## config.mk

```make
export PLATFORM = sky130hd
export DESIGN_NAME = rv_mem_bus
export DESIGN_NICKNAME = d
export VERILOG_FILES = /design/src/rtl/rv_mem_bus.sv
export SDC_FILE = /design/constraint.sdc
export NUM_CORES = 1
export LEC_CHECK = 0
export ABC_AREA = 1
export CORE_MARGIN = 8
export CORE_UTILIZATION = 46
export DETAILED_ROUTE_END_ITERATION = 8
export GPL_ROUTABILITY_DRIVEN = 0
export GPL_TIMING_DRIVEN = 0
export HOLD_SLACK_MARGIN = 0.08
export PLACE_DENSITY_LB_ADDON = 0.2
export SETUP_SLACK_MARGIN = 0.4
export SLEW_MARGIN = 40
export SYNTH_ARGS = -nofsm -noshare
export SYNTH_HDL_FRONTEND = slang
export SYNTH_SLANG_ARGS = --single-unit
```

## constraint.sdc

```tcl
create_clock -name clk -period 3.4 [get_ports clk]
set_input_delay 1.02 -clock clk [delete_from_list [all_inputs] [get_ports clk]]
set_output_delay 1.02 -clock clk [all_outputs]
set_load 0.02 [all_outputs]
```

## src/rtl/rv_mem_bus.sv

```systemverilog
// Memory bus bridge between a picorv32-style CPU port and a ROM/RAM pair.
// Decodes the address, runs the slave handshake with a timeout and reports errors.
module rv_mem_bus #(
  parameter int          ROM_ADDR_BITS = 8,
  parameter int          RAM_ADDR_BITS = 8,
  parameter logic [31:0] ROM_BASE      = 32'h0000_0000,
  parameter logic [31:0] RAM_BASE      = 32'h0001_0000,
  parameter int          TIMEOUT       = 15
) (
  input  logic                     clk,
  input  logic                     resetn,
  input  logic                     mem_valid,
  input  logic [31:0]              mem_addr,
  input  logic [31:0]              mem_wdata,
  input  logic [3:0]               mem_wstrb,
  output logic                     mem_ready,
  output logic [31:0]              mem_rdata,
  output logic                     rom_addr_valid,
  output logic [ROM_ADDR_BITS-1:0] rom_addr,
  input  logic                     rom_data_valid,
  input  logic [31:0]              rom_data,
  output logic                     ram_addr_valid,
  output logic [RAM_ADDR_BITS-1:0] ram_addr,
  output logic [31:0]              ram_wdata,
  output logic [3:0]               ram_wr_en,
  input  logic                     ram_ack,
  input  logic [31:0]              ram_rdata,
  output logic                     bus_err,
  output logic [7:0]               err_count
);

  typedef enum logic [2:0] {IDLE, ROM, RAM, DONE, ERR} state_t;

  localparam logic [7:0]  TMO_LAST = 8'(TIMEOUT - 1);
  localparam logic [31:0] ERR_WORD = 32'hDEAD_BEEF;

  state_t                   state_reg, state_next;
  logic [7:0]               tmo_reg, tmo_next;
  logic [7:0]               err_count_reg, err_count_next;
  logic                     mem_ready_reg, mem_ready_next;
  logic [31:0]              mem_rdata_reg, mem_rdata_next;
  logic                     bus_err_reg, bus_err_next;
  logic                     rom_addr_valid_reg, rom_addr_valid_next;
  logic [ROM_ADDR_BITS-1:0] rom_addr_reg, rom_addr_next;
  logic                     ram_addr_valid_reg, ram_addr_valid_next;
  logic [RAM_ADDR_BITS-1:0] ram_addr_reg, ram_addr_next;
  logic [31:0]              ram_wdata_reg, ram_wdata_next;
  logic [3:0]               ram_wr_en_reg, ram_wr_en_next;

  logic [31:0] rom_off, ram_off;
  logic        in_rom, in_ram;
  logic        err_enter;

  // Unsigned subtraction makes addresses below the base wrap high and fall outside.
  assign rom_off = mem_addr - ROM_BASE;
  assign ram_off = mem_addr - RAM_BASE;
  assign in_rom  = (rom_off >> ROM_ADDR_BITS) == 32'd0;
  assign in_ram  = (ram_off >> RAM_ADDR_BITS) == 32'd0;

  always_comb begin
    state_next          = state_reg;
    tmo_next            = tmo_reg;
    err_count_next      = err_count_reg;
    mem_ready_next      = 1'b0;
    mem_rdata_next      = 32'd0;
    bus_err_next        = 1'b0;
    rom_addr_valid_next = 1'b0;
    rom_addr_next       = rom_addr_reg;
    ram_addr_valid_next = 1'b0;
    ram_addr_next       = ram_addr_reg;
    ram_wdata_next      = ram_wdata_reg;
    ram_wr_en_next      = ram_wr_en_reg;
    err_enter           = 1'b0;

    case (state_reg)
      IDLE: begin
        if (mem_valid) begin
          if (in_rom && mem_wstrb == 4'd0) begin
            state_next          = ROM;
            tmo_next            = 8'd0;
            rom_addr_next       = rom_off[ROM_ADDR_BITS-1:0];
            rom_addr_valid_next = 1'b1;
          end else if (in_rom) begin
            err_enter = 1'b1;
          end else if (in_ram) begin
            state_next          = RAM;
            tmo_next            = 8'd0;
            ram_addr_next       = ram_off[RAM_ADDR_BITS-1:0];
            ram_wdata_next      = mem_wdata;
            ram_wr_en_next      = mem_wstrb;
            ram_addr_valid_next = 1'b1;
          end else begin
            err_enter = 1'b1;
          end
        end
      end
      ROM: begin
        if (rom_data_valid) begin
          state_next     = DONE;
          mem_ready_next = 1'b1;
          mem_rdata_next = rom_data;
        end else if (tmo_reg == TMO_LAST) begin
          err_enter = 1'b1;
        end else begin
          tmo_next            = tmo_reg + 8'd1;
          rom_addr_valid_next = 1'b1;
        end
      end
      RAM: begin
        if (ram_ack) begin
          state_next     = DONE;
          mem_ready_next = 1'b1;
          mem_rdata_next = (ram_wr_en_reg == 4'd0) ? ram_rdata : 32'd0;
          ram_wr_en_next = 4'd0;
        end else if (tmo_reg == TMO_LAST) begin
          err_enter = 1'b1;
        end else begin
          tmo_next = tmo_reg + 8'd1;
        end
      end
      DONE:    state_next = IDLE;
      ERR:     state_next = IDLE;
      default: state_next = IDLE;
    endcase

    // Error completion shares one path for decode faults and slave timeouts.
    if (err_enter) begin
      state_next     = ERR;
      mem_ready_next = 1'b1;
      mem_rdata_next = ERR_WORD;
      bus_err_next   = 1'b1;
      ram_wr_en_next = 4'd0;
      if (err_count_reg != 8'hFF) err_count_next = err_count_reg + 8'd1;
    end
  end

  always_ff @(posedge clk or negedge resetn) begin
    if (!resetn) begin
      state_reg          <= IDLE;
      tmo_reg            <= 8'd0;
      err_count_reg      <= 8'd0;
      mem_ready_reg      <= 1'b0;
      mem_rdata_reg      <= 32'd0;
      bus_err_reg        <= 1'b0;
      rom_addr_valid_reg <= 1'b0;
      rom_addr_reg       <= '0;
      ram_addr_valid_reg <= 1'b0;
      ram_addr_reg       <= '0;
      ram_wdata_reg      <= 32'd0;
      ram_wr_en_reg      <= 4'd0;
    end else begin
      state_reg          <= state_next;
      tmo_reg            <= tmo_next;
      err_count_reg      <= err_count_next;
      mem_ready_reg      <= mem_ready_next;
      mem_rdata_reg      <= mem_rdata_next;
      bus_err_reg        <= bus_err_next;
      rom_addr_valid_reg <= rom_addr_valid_next;
      rom_addr_reg       <= rom_addr_next;
      ram_addr_valid_reg <= ram_addr_valid_next;
      ram_addr_reg       <= ram_addr_next;
      ram_wdata_reg      <= ram_wdata_next;
      ram_wr_en_reg      <= ram_wr_en_next;
    end
  end

  assign mem_ready      = mem_ready_reg;
  assign mem_rdata      = mem_rdata_reg;
  assign bus_err        = bus_err_reg;
  assign err_count      = err_count_reg;
  assign rom_addr_valid = rom_addr_valid_reg;
  assign rom_addr       = rom_addr_reg;
  assign ram_addr_valid = ram_addr_valid_reg;
  assign ram_addr       = ram_addr_reg;
  assign ram_wdata      = ram_wdata_reg;
  assign ram_wr_en      = ram_wr_en_reg;

endmodule

```

==> flow_summary.ini, run 1 <==
[status]
status = complete, no violations

[grt]
antenna_found_initial = 0
grt_overflow = 0
grt_max_degree = 56
grt_pass1_wl_um = 27070
grt_usage_pct = 22.51
grt_pass1_vias = 5451

[logic_synthesis]
ys_types = 32
ys.warnings.count = 0
synth_area_leaders = dfrtp_1 51%, nand2_1 14%, nand3_1 11%
synthCells = 663
synth-seq-cells = 107
yosysSeqAreaShare_pct = 51.16
syn_nets = 803
yosys.area.top_type = dfrtp_1
avgSynthCellArea_um2 = 7.894
syn_area_mm2 = 0.005234
synth_top_area_share_pct = 51.16

[sta]
finalSetupViolations = 0
fin_ws_ps = 502.7
slew_headroom_pct = 53.57
hold_viol = 0
rsz0062_at_grt = no
min_period_ps = 2897
post-route-period-util_pct = 85.21
max_freq_mhz = 345.1
slew_viol_final = 0
fin_skew_ps = 5.625
worstMarginPinSlew_ps = 690.0

[worst_setup_path]
start_kind = primary input
endpoint_kind = flop
path_max_fanout = 10
r2r_setup_slack_ps = 1290
cp-endpoint = ram_wdata[20]
crit_type = primary input to flop
crit_start = mem_addr[18]
worstPathRequired_ps = 3630
ff2ff_path_depth = 12
cp.arrival_ps = 3130
r2r_end = tmo_reg[0]
r2r_start = state_reg[0]

[floorplan]
die_w_um = 122.7
die-area_mm2 = 0.01505
die_y_um = 122.7
rows = 39
ios = 233
initial_utilization_pct = 46.43
core_area_mm2 = 0.01127

[place]
place_area_mm2 = 0.007757
io_buffers = 231
dp_hpwl_um = 13610
post-place-ws_ps = 169.0

[layout]
n_antenna_cell = 0
nFillCells = 852
drive_gt1_share_pct = 6.681
multi_input_area_mm2 = 0.002191
regArea_mm2 = 0.002678
fin_area_mm2 = 0.008118
syn2layout_area_growth_pct = 55.10
final_nets = 1049

[clock_tree]
numCtsBuffers = 9
htreeDepth = 3
insertion_delay_ps = 340
cts_tree = done
cts_root_buf = clkbuf_16
clk_pin_slew_ps = 70
ctsHoldBuffers = 0
clkSinkCount = 107
clockBufferDepth = 2

[detailed_routing]
routed_wl_um = 17420
drtIter0Drc = 407
drt-vias-per-instance = 5.163
vias = 5452
first_pass_iters = 5
drc = 0
postRouteAntennaNets = 0
wl_per_cell_um = 16.49

[pwr]
power.leakage_nw = 4.015
peakVddDrop_v = 0.0004206
p_total_mw = 4.580
cellPowerDensity_mw_per_mm2 = 564.2

[run]
cap_violations = 0

[min_path]
hold_path_class = flop to flop
-- final cells by class --
| type | instances | share of cell area, % |
|---|---|---|
| flip-flops and latches | 107 | 32.98 |
| well taps | 143 | 2.204 |
| plain buffers | 25 | 1.757 |
| clock inverters | 4 | 0.6319 |
| inverters | 69 | 3.221 |
| multi-input cells | 462 | 26.99 |
| clock buffers | 11 | 2.867 |
| repair buffers | 235 | 29.35 |
-- power breakdown --
| group | internal, mW | total [mW] | switching [mW] |
|---|---|---|---|
| clock | 0.570 | 1.03 | 0.457 |
| sequential | 1.52 | 1.64 | 0.129 |
| combinational | 0.775 | 1.91 | 1.13 |
| total | 2.86 | 4.58 | 1.72 |
-- logic make-up (layout without fill, tap and decap cells) --
| logic type | Yosys count | count (layout) | synth area share, % |
|---|---|---|---|
| DFF | 107 | 107 | 51.16 |
| AOI/OAI and AO/OA | 42 | 42 | 4.447 |
| buffers and inverters | 94 | 344 | 7.554 |
| adders and majority gates | 3 | 3 | 0.7173 |
| xor gates and xnor gates | 11 | 11 | 1.841 |
| and+or+nand+nor | 406 | 406 | 34.28 |
-- cell usage in the layout (no fill, tap or decap), types with 4 or more instances in the layout --
cell type | Yosys | routed
o21ai_1 | 4 | 4
xnor2_1 | 5 | 5
nand2_1 | 200 | 198
nand3_1 | 111 | 111
clkbuf_16 | 0 | 9
nor2_1 | 62 | 56
nor2_2 | 5 | 11
clkbuf_1 | 14 | 15
a21oi_1 | 15 | 14
nand2_2 | 3 | 5
nand4_1 | 10 | 10
dfrtp_1 | 107 | 107
xor2_1 | 6 | 6
clkdlybuf4s50_1 | 0 | 224
o21ai_0 | 18 | 18
buf_4 | 4 | 8
nor4_1 | 4 | 4
dlymetal6s2s_1 | 0 | 6
inv_1 | 65 | 65
-- worst min-delay path by stage --
stage               slack, ps  depth (start not counted)     startpoint            end
floorplan                 490                          1     tmo_reg[0]     tmo_reg[0]
global placement          460                          2    rom_addr[4]    rom_addr[4]
detailed placement        460                          2  ram_wdata[27]  ram_wdata[27]
CTS                       480                          2    rom_addr[0]    rom_addr[0]
global route              510                          2    rom_addr[0]    rom_addr[0]
finish                    480                          2    rom_addr[0]    rom_addr[0]
-- stage by stage --
stage | std cells | TNS [ps] | hold WS [ps] | util, %
floorplan | 663 | 0 | 491.4 | -
global placement | 1037 | -274830 | 457.6 | 68.53
detailed placement | 1038 | 0 | 463.7 | 68.82
CTS | 1053 | 0 | 481.8 | 71.34
global route | 1056 | 0 | 507.0 | 72.02
finish | 1056 | 0 | 477.4 | 72.02
-- cell usage after synthesis, drive strengths merged --
cell and n:
nand2 205, nand3 111, dfrtp 107, nor2 70
inv 69, o21ai 22, a21oi 17, clkbuf 14
buf 11, nand4 11, xor2 6, xnor2 5
nor4 4, ha 3, nor3 3, nand3b 1
nor3b 1, o2111ai 1, o22ai 1, o31ai 1
-- per-layer routing --
metal / GRT usage [%] / share of wire [%] / vias up
met4: 8.911 / 3.1 / 0
li1: - / - / 2605
met5: 0 / 0 / -
met2: 37.82 / 49 / 250
met3: 5.658 / 8.8 / 38
met1: 27.21 / 39 / 2559
-- critical path, stage by stage --
cell	delay [ps]
clkdlybuf4s50_1	470
nor2_4	150
buf_4	140
nand3_1	110
inv_1	80
nand2_1	70
nand2_1	70
nand2_1	50
nor2_1	170
nand4_4	150
inv_2	80
nand2_2	120
buf_6	180
buf_6	140
nand2_1	60
nand2_1	60
-- repair_timing --
| item | in CTS | in global routing |
|---|---|---|
| endpoints found under the setup margin | 0 | 77 |
| gates resized for setup | 0 | 22 |
| setup buffers | 0 | 3 |
No activity file was read; power rests on OpenSTA's default activity.
==> run 2: changes to the inputs <==
Settings changed: CAP_MARGIN set to 20.
==> results of run 2 <==
No change in the layout: final DEF, timing and power equal those of run 1.
==> run 3: changes to the inputs <==
Settings changed: CORE_MARGIN 8 to 2, GPL_ROUTABILITY_DRIVEN 0 to not set, REMOVE_ABC_BUFFERS set to 1.
==> flow_summary.ini, run 3 (synthesis gave the netlist of run 1 again) <==
[sta]
rsz0062_at_grt = no
hold_viol = 0
post-route-period-util_pct = 85.17
worstMarginPinSlew_ps = 760.7
setup_tns_ps = 0
fin_skew_ps = 9.806
finalSetupViolations = 0
min_period_ps = 2896
slew_viol_final = 0
max_freq_mhz = 345.3
slew_headroom_pct = 49.23

[run]
cap_violations = 0

[clock_tree]
htreeDepth = 3
ctsHoldBuffers = 0
cts_root_buf = clkbuf_16
insertion_delay_ps = 350
clkSinkCount = 107
cts_tree = done
numCtsBuffers = 9
clk_pin_slew_ps = 70
clockBufferDepth = 2

[detailed_routing]
drtIter0Drc = 533
routed_wl_um = 17000
drt-vias-per-instance = 5.221
drc = 0
vias = 5440
first_pass_iters = 6
wl_per_cell_um = 16.32
postRouteAntennaNets = 0

[layout]
final_nets = 1037
mostFrequentLayoutCell = clkdlybuf4s50_1
drive_gt1_share_pct = 7.428
regArea_mm2 = 0.002678
final_cell_mix = 227 x clkdlybuf4s50_1, 198 x nand2_1, 111 x nand3_1, 107 x dfrtp_1, 65 x inv_1
syn2layout_area_growth_pct = 56.32
utilization_pct = 74.49
n_antenna_cell = 0
nFillCells = 836
multi_input_area_mm2 = 0.002257

[worst_setup_path]
path_buf_inv = 2
path_max_fanout = 10
slowest_stage = clkdlybuf4s50_1
cp.arrival_ps = 3130
cp_top_family = simple AND/OR/NAND/NOR gates
r2r_start = state_reg[0]
worstPathRequired_ps = 3640
crit_start = mem_addr[25]
start_kind = primary input
endpoint_kind = flop
crit_type = primary input to flop
cpPeakStageDelay_ps = 550
crit_chain = clkdlybuf4s50_1, nor2_1, nand2_1, inv_1, nand2_2, nor3b_2, nor3_2, nand2_2, nand2_4, nand2_4, o21ai_1, nand2_1

[floorplan]
initial_utilization_pct = 47.65
ios = 233
core_area_mm2 = 0.01098
die_w_um = 110.7
die_y_um = 110.7
die-area_mm2 = 0.01225
rows = 38

[place]
io_buffers = 232
dp_hpwl_um = 11840
routabilityCongestion = 0.8886

[status]
status = complete, no violations

[grt]
antenna_found_initial = 0
grt_max_degree = 56
grt_pass1_wl_um = 26480
grt_usage_pct = 26.67
grt_overflow = 0
grt_pass1_vias = 5195

[pwr]
combPwrFrac_pct = 43.1
clkPwrFrac_pct = 22.6
power.leakage_nw = 3.996
cellPowerDensity_mw_per_mm2 = 583.8
p_seq_share_pct = 34.3
power.share.switching_pct = 37.92
p_int_mw = 2.965
power.switching_mw = 1.812
peakVddDrop_v = 0.0004220
p_total_mw = 4.777

[min_path]
worstHoldStart = rom_addr[4]
hold_path_class = flop to flop
-- run 3: cell type report --
| class | instances | area share [%] |
|---|---|---|
| clock buffer | 10 | 2.921 |
| clock inverter | 6 | 0.8411 |
| inverter | 69 | 3.548 |
| tap | 140 | 2.141 |
| multi-input combinational | 465 | 27.59 |
| timing repair inverter | 1 | 0.1988 |
| sequential | 107 | 32.73 |
| timing repair buffer | 244 | 30.04 |
-- run 3: final timing paths --
path	end	slack, ps	cells past startpoint
max	err_count[3]	500	12
min	rom_addr[4]	470	2
max reg2reg	tmo_reg[4]	880	12
min reg2reg	rom_addr[4]	470	2
max in group asynchronous	ram_addr[1]	2220	2
min in group asynchronous	mem_rdata[16]	570	1
-- run 3: per-stage QoR --
stage | hold WS (ps) | cells | setup WS [ps] | instance area (um^2)
CTS | 477.8 | 1036 | 366.0 | 8065
floorplan | 491.4 | 638 | 269.4 | 5097
finish | 474.7 | 1042 | 504.1 | 8182
global route | 500.2 | 1042 | 365.7 | 8182
global placement | 454.7 | 1010 | -2700 | 7595
detailed placement | 460.6 | 1018 | -675.1 | 7686
-- run 3: power groups by stage --
stage          sequential [mW]  combinational, mW  clock [mW]
6_report                  1.64               2.06        1.08
5_1_grt                   1.67               2.21        1.16
4_1_cts                   1.64               1.99        1.10
3_5_place_dp              1.66               1.94           0
3_3_place_gp              1.65               1.76           0
2_1_floorplan             1.93              0.678           0
-- run 3: what timing repair did --
item                       in CTS  in global routing
setup endpoints to repair      72                 87
cloned                          1                  3
pin swaps                       2                  6
buffers inserted                1                  3
resized for setup               9                 17
-- run 3: layer usage --
layer	GRT usage, %	part of all wire (%)	routed length, um	vias up
li1	-	-	-	2585
met1	33.89	41	7032	2577
met2	46.75	51	8594	245
met3	4.647	5.9	1006	33
met4	7.833	2.2	368	0
met5	0	0	0	-
-- run 3: worst register-to-register path, cell delays in order, from the launching register on --
cell	delay (ps)
dfrtp_1	380
inv_1	110
nand2_1	60
nor2_1	310
inv_1	260
nor2_4	440
inv_1	140
o2111ai_1	150
a21oi_1	80
nand2_2	210
inv_4	90
nand3_1	70
o21ai_0	80
